==> config.mk <==
export PLATFORM = sky130hd
export DESIGN_NAME = jtcps1_snd_post
export DESIGN_NICKNAME = d
export VERILOG_FILES = /design/src/rtl/jtcps1_snd_post.sv
export SDC_FILE = /design/constraint.sdc
export NUM_CORES = 1
export LEC_CHECK = 0
export ABC_AREA = 1
export CORE_UTILIZATION = 54
export DETAILED_ROUTE_END_ITERATION = 7
export GPL_TIMING_DRIVEN = 0
export PLACE_DENSITY = 0.78
export SYNTH_ARGS = -nofsm -noshare
export SYNTH_HDL_FRONTEND = slang
export SYNTH_SLANG_ARGS = --single-unit
==> constraint.sdc <==
create_clock -name clk -period 6.15 [get_ports clk]
set_input_delay 0.9225 -clock clk [delete_from_list [all_inputs] [get_ports clk]]
set_output_delay 0.9225 -clock clk [all_outputs]
set_load 0.01 [all_outputs]
==> src/rtl/jtcps1_snd_post.sv <==
// jtcps1_snd_post
// ---------------
// Stereo post-processor for the CPS1 sound mixer outputs. Every accepted
// sample strobe captures both channels, then one shared subtract/saturate
// datapath processes the left channel and then the right channel. Each
// channel removes DC with a leaky first-order estimator, clamps to 16 bits
// and raises a sticky clip flag on saturation. Decaying 8-bit peak meters
// follow the magnitude of the outputs.
//
// Parameters:
//   K       DC estimator shift (corner ~ fs / (2*pi*2^K))
//   PKDIV   peak meters decay by one every 2^PKDIV output samples
//
// Ports:
//   rst            asynchronous active-high reset
//   clk            system clock
//   sample         one-cycle strobe marking new left_in/right_in
//   left_in        signed 16-bit left mixer output
//   right_in       signed 16-bit right mixer output
//   enable         1 = DC removal active, 0 = bypass (dc estimates cleared)
//   clr            synchronous clear of clip_l, clip_r and overrun
//   left, right    registered signed processed outputs
//   sample_out     one-cycle strobe when left/right have been updated
//   clip_l/clip_r  sticky saturation flags
//   overrun        sticky flag: strobe arrived while busy (strobe dropped)
//   peak_l/peak_r  decaying peak magnitude meters
module jtcps1_snd_post #(
    parameter int K     = 9,
    parameter int PKDIV = 10
) (
    input  logic        rst,
    input  logic        clk,
    input  logic        sample,
    input  logic [15:0] left_in,
    input  logic [15:0] right_in,
    input  logic        enable,
    input  logic        clr,
    output logic [15:0] left,
    output logic [15:0] right,
    output logic        sample_out,
    output logic        clip_l,
    output logic        clip_r,
    output logic        overrun,
    output logic [7:0]  peak_l,
    output logic [7:0]  peak_r
);

    localparam int DW = 16 + K;

    typedef enum logic [1:0] {
        IDLE,
        CAPT,
        LEFT,
        RIGHT
    } state_t;

    state_t            state_q, state_d;
    logic [15:0]       xl_q, xl_d, xr_q, xr_d;
    logic [DW-1:0]     dcl_q, dcl_d, dcr_q, dcr_d;
    logic [15:0]       left_q, left_d, right_q, right_d;
    logic [7:0]        peak_l_q, peak_l_d, peak_r_q, peak_r_d;
    logic [PKDIV-1:0]  cnt_q, cnt_d;
    logic              so_q, so_d;
    logic              clip_l_q, clip_l_d, clip_r_q, clip_r_d;
    logic              ovr_q, ovr_d;

    logic [15:0]       x_sel;
    logic [DW-1:0]     dc_sel;
    logic [15:0]       d16;
    logic [16:0]       y17;
    logic [DW-1:0]     dc_next;
    logic [15:0]       sat;
    logic              sat_hit;
    logic              tick;

    // Magnitude for the meters: |v| >> 7, with |-32768| forced to 255.
    function automatic logic [7:0] magOf(input logic [15:0] v);
        logic [16:0] a;
        a = v[15] ? (17'd0 - {1'b1, v}) : {1'b0, v};
        return (a[16:15] != 2'b00) ? 8'hFF : 8'(a >> 7);
    endfunction

    // A louder sample always captures the meter; otherwise it may decay.
    function automatic logic [7:0] peakNext(input logic [7:0] pk,
                                            input logic [7:0] mag,
                                            input logic       dec);
        if (mag > pk)
            return mag;
        else if (dec && pk != 8'd0)
            return pk - 8'd1;
        else
            return pk;
    endfunction

    // Shared arithmetic: the channel is picked by the FSM state. The DC
    // estimate's integer part is simply its top 16 bits (floor shift), and
    // the difference is formed at 17 bits so saturation can be detected as
    // a disagreement between the two top bits.
    always_comb begin
        x_sel   = (state_q == RIGHT) ? xr_q  : xl_q;
        dc_sel  = (state_q == RIGHT) ? dcr_q : dcl_q;
        d16     = dc_sel[DW-1:K];
        y17     = enable ? ({x_sel[15], x_sel} - {d16[15], d16})
                         : {x_sel[15], x_sel};
        dc_next = enable ? (dc_sel + {{(K-1){y17[16]}}, y17}) : '0;
        sat_hit = y17[16] ^ y17[15];
        if (sat_hit)
            sat = y17[16] ? 16'h8000 : 16'h7FFF;
        else
            sat = y17[15:0];
        tick    = &cnt_q;
    end

    // Sequencer and register next-state. A strobe is only accepted in IDLE;
    // anywhere else it is dropped and flagged. Flag clears are applied first
    // so that a set in the same cycle overrides the clear.
    always_comb begin
        state_d  = state_q;
        xl_d     = xl_q;
        xr_d     = xr_q;
        dcl_d    = dcl_q;
        dcr_d    = dcr_q;
        left_d   = left_q;
        right_d  = right_q;
        peak_l_d = peak_l_q;
        peak_r_d = peak_r_q;
        cnt_d    = cnt_q;
        so_d     = 1'b0;
        clip_l_d = clr ? 1'b0 : clip_l_q;
        clip_r_d = clr ? 1'b0 : clip_r_q;
        ovr_d    = clr ? 1'b0 : ovr_q;

        if (sample && state_q != IDLE)
            ovr_d = 1'b1;

        case (state_q)
            IDLE: begin
                if (sample) begin
                    xl_d    = left_in;
                    xr_d    = right_in;
                    state_d = CAPT;
                end
            end
            CAPT: begin
                state_d = LEFT;
            end
            LEFT: begin
                left_d  = sat;
                dcl_d   = dc_next;
                if (sat_hit)
                    clip_l_d = 1'b1;
                state_d = RIGHT;
            end
            RIGHT: begin
                right_d  = sat;
                dcr_d    = dc_next;
                if (sat_hit)
                    clip_r_d = 1'b1;
                peak_l_d = peakNext(peak_l_q, magOf(left_q), tick);
                peak_r_d = peakNext(peak_r_q, magOf(sat), tick);
                cnt_d    = cnt_q + {{(PKDIV-1){1'b0}}, 1'b1};
                so_d     = 1'b1;
                state_d  = IDLE;
            end
            default: begin
                state_d = IDLE;
            end
        endcase
    end

    // State registers; reset abandons any sample in flight.
    always_ff @(posedge clk or posedge rst) begin
        if (rst) begin
            state_q  <= IDLE;
            xl_q     <= '0;
            xr_q     <= '0;
            dcl_q    <= '0;
            dcr_q    <= '0;
            left_q   <= '0;
            right_q  <= '0;
            peak_l_q <= '0;
            peak_r_q <= '0;
            cnt_q    <= '0;
            so_q     <= 1'b0;
            clip_l_q <= 1'b0;
            clip_r_q <= 1'b0;
            ovr_q    <= 1'b0;
        end else begin
            state_q  <= state_d;
            xl_q     <= xl_d;
            xr_q     <= xr_d;
            dcl_q    <= dcl_d;
            dcr_q    <= dcr_d;
            left_q   <= left_d;
            right_q  <= right_d;
            peak_l_q <= peak_l_d;
            peak_r_q <= peak_r_d;
            cnt_q    <= cnt_d;
            so_q     <= so_d;
            clip_l_q <= clip_l_d;
            clip_r_q <= clip_r_d;
            ovr_q    <= ovr_d;
        end
    end

    assign left       = left_q;
    assign right      = right_q;
    assign sample_out = so_q;
    assign clip_l     = clip_l_q;
    assign clip_r     = clip_r_q;
    assign overrun    = ovr_q;
    assign peak_l     = peak_l_q;
    assign peak_r     = peak_r_q;

endmodule
==> key figures <==
Synthesis
  – Post-synth ARST share: 100%
  – Cells after Synth: ~1500
  – Mapped Area: 0.0104 mm²
  – Cell taking the most area after synthesis: dfrtp_1
  – #FFs+latches synth: ~150
  – Syn nets: ~1600
  – Yosys top cell area share: about a third
  – Synth Area per Inst: around 7.0 µm²
  – EDFF count, synth: 0
  – Ys flop type: dfrtp_1
  – Yosys cell types: roughly 50
  – Synth top area cells: dfrtp_1, nand2_1, ha_1, o21ai_0, inv_1
  – Synth Warn #: 0
  – Post-synthesis sequential area ratio: 35.0%

Timing
  – Slew headroom: 31.8%
  – PnR worst setup slack: about 310 ps
  – Clock Skews: 9.28 ps
  – Tmin final: roughly 5800 ps
  – Final Hold Vio Count: 0
  – Slew Limit Fails: 0
  – Slew @ Worst Pin: around 1000 ps
  – Post-route clock period utilization: roughly 95%
  – Final setup violation count: 0
  – Fmax: 171 MHz

Floorplanning
  – Initial core utilization: between 50% and 60%
  – Site row count: 50
  – Width of the chip: 141 µm
  – Die Y: 141 µm
  – Core ar.: around 0.019 mm²
  – Die ar.: just under 0.02 mm²
  – I/O pin count: slightly below 90

CTS
  – CTS sink count: 146
  – Hold buffer count at cts: 0
  – Clk Latency, worst-skew pair: around 430 ps
  – CTS Root Cell: clkbuf_16
  – Clock-pin slew on the worst setup and hold paths: 60 ps
  – CTS Buffer Depth: 2
  – Htree depth: 4
  – CTS Buf Count: 17
  – TritonCTS clock tree: built

Route
  – Initial drt markers: 820
  – Via count: approximately 10000
  – DR WL/cell: 16.5 µm
  – Detailed Route WL: just over 30000 µm
  – Vias per cell: about 5.6
  – TritonRoute pass-1 iters: 5
  – Routed Antenna Nets: 0
  – # DRC: 0

Finish
  – Commonest non-fill, non-tap cell in the layout: nand2_1
  – # fillers: between 1500 and 2000
  – Ant. Diodes: 0
  – Synth-to-layout area growth: 20.8%
  – Share of layout cells above drive strength 1: 10.8%
  – Footprint of the multi-input gates: ~0.0061 mm²
  – Nets: ~1700
  – Reg area: between 0.003 and 0.004 mm²
  – Most frequent cells in the layout: nand2_1, inv_1, dfrtp_1, o21ai_0, nor2_1
  – Non-Filler Instances: roughly 1900

Setup path
  – Crit path kind: flip-flop to flip-flop
  – Worst R2R Setup Slack: about 310 ps
  – Worst r2r src: state_q[1]
  – R2R depth: 35
  – CP arrival: a little over 6000 ps
  – Worst path slowest cell: ha_1
  – CP Data Required Time: ~6500 ps
  – Crit start category: flip-flop
  – RR Endpoint: peak_r[0]
  – Worst Path Max Fanout: 10
  – CP endpoint kind: flip-flop
  – CP peak stage delay: approximately 420 ps

Worst hold path
  – Worst hold path type: flip-flop to flip-flop
  – Worst Hold Path EP: cnt_q[5]
  – Min-Delay Path Depth: 1
  – Origin of the worst min-delay path: cnt_q[5]

Global routing
  – Vias in the first global route: approximately 9900
  – Initial antenna violation count: 0
  – GRT overflow: 0
  – Largest net degree at the start of global routing: 79
  – First-pass GRT wire length: 49700 µm
  – Gr usage total: about a third

Place
  – PortBufs: slightly below 90
  – GPL Wtd Cong: ~0.94
  – HPWL Detailed: about 23000 µm
  – Setup slack at placement: -1810 ps
  – Number of cells after detailed placement: between 1500 and 2000

Job
  – Total of max-cap violations: 0

Run status
  – Run status: finished, final reports clean
-- what timing repair did --
| item | 4_1_cts | 5_1_grt |
|---|---|---|
| pin swaps | 1 | 10 |
| gates resized for setup | 32 | 56 |
| setup buffers | 1 | 12 |
| gates cloned | 0 | 1 |
| setup endpoints to repair | 38 | 27 |
-- layer usage --
| layer | up-vias | wire length [µm] | track usage [%] |
|---|---|---|---|
| met2 | 375 | 14400 | 53.3 |
| met4 | 0 | 841 | 10.9 |
| li1 | 5109 | - | - |
| met5 | - | 0 | 0 |
| met3 | 65 | 2070 | 5.54 |
| met1 | 4871 | 13700 | 42.4 |
-- through the flow --
stage                     instance area (µm²)  hold WS (ps)  utilization [%]  setup TNS [ps]
after detailed placement                11700           466             62.0          -27570
after floorplan                         10400           445                -               0
after global routing                    12600           487             67.0            -401
final                                   12600           473             67.0               0
after global placement                  11600           461             61.8         -129420
after CTS                               12300           480             65.5               0
-- state kept, by name (all words and copies together) (netlist names) --
name,cells
clip_l,1
clip_r,1
cnt_q,10
xl_q,16
xr_q,16
peak_l,8
sample_out,1
dcl_q,25
overrun,1
left,16
right,16
state_q,2
dcr_q,25
peak_r,8
-- worst max path at each step --
stage | from | to | slack, ps | cells past startpoint
floorplan | state_q[1] | peak_r[4] | 310 | 37
global placement | state_q[1] | peak_r[1] | -1740 | 38
detailed placement | state_q[1] | peak_r[0] | -1810 | 37
CTS | state_q[1] | peak_r[0] | 30 | 38
global route | state_q[1] | peak_r[1] | -100 | 37
finish | state_q[1] | peak_r[0] | 310 | 35
-- layout make-up --
type,instances,share of cell area [%]
buffer,47,2.16
clock buffer,20,3.70
clock inverter,11,1.00
inverter,164,4.99
multi-input combinational,1126,48.5
sequential,146,29.0
tap,260,2.58
timing repair buffer,102,8.09
-- cells by family (layout without fill, tap and decap cells) --
group,Yosys count,after routing,synth area share (%)
xor+xnor,27,27,2.27
fa+ha+maj,60,60,7.33
mux,19,19,2.03
buf+inv,212,344,8.09
simple gates,762,762,31.8
flops,146,146,35.0
compound gates,258,258,13.5
-- cell usage after synthesis (2+ instances only) --
master	n
xor2_1	19
nand4_1	32
nand3_4	2
nand3b_1	6
nand2_2	27
mux2_2	17
clkinv_1	2
nor3_1	18
a21o_1	3
nand3_2	6
nor2_2	5
a31oi_1	11
o21a_1	3
inv_1	156
o21ai_0	132
buf_1	5
nor4_1	6
a21oi_2	8
a21boi_0	2
mux2i_1	2
inv_2	5
a211oi_1	2
o211ai_1	5
o21ai_1	7
or2_2	4
ha_1	58
xnor2_1	8
clkbuf_1	36
o221ai_1	2
nand2_1	451
o22ai_1	5
nor2_1	110
fa_1	2
o21bai_1	4
nand2_4	3
dfrtp_1	146
buf_6	6
nand3_1	89
a21oi_1	69
-- critical path, delay by kind of cell (launching register included) --
kind / cells / cell delay [ps]
AO/OA/AOI/OAI: 5 / 790
AND/OR/NAND/NOR: 18 / 2350
flip-flops: 1 / 410
buffers and inverters: 9 / 1250
adder cells (fa/ha/maj): 3 / 930
Power is left out: the tool's default activity adds up to more than one toggle a clock period on the data nets, which glitch-free logic cannot reach.
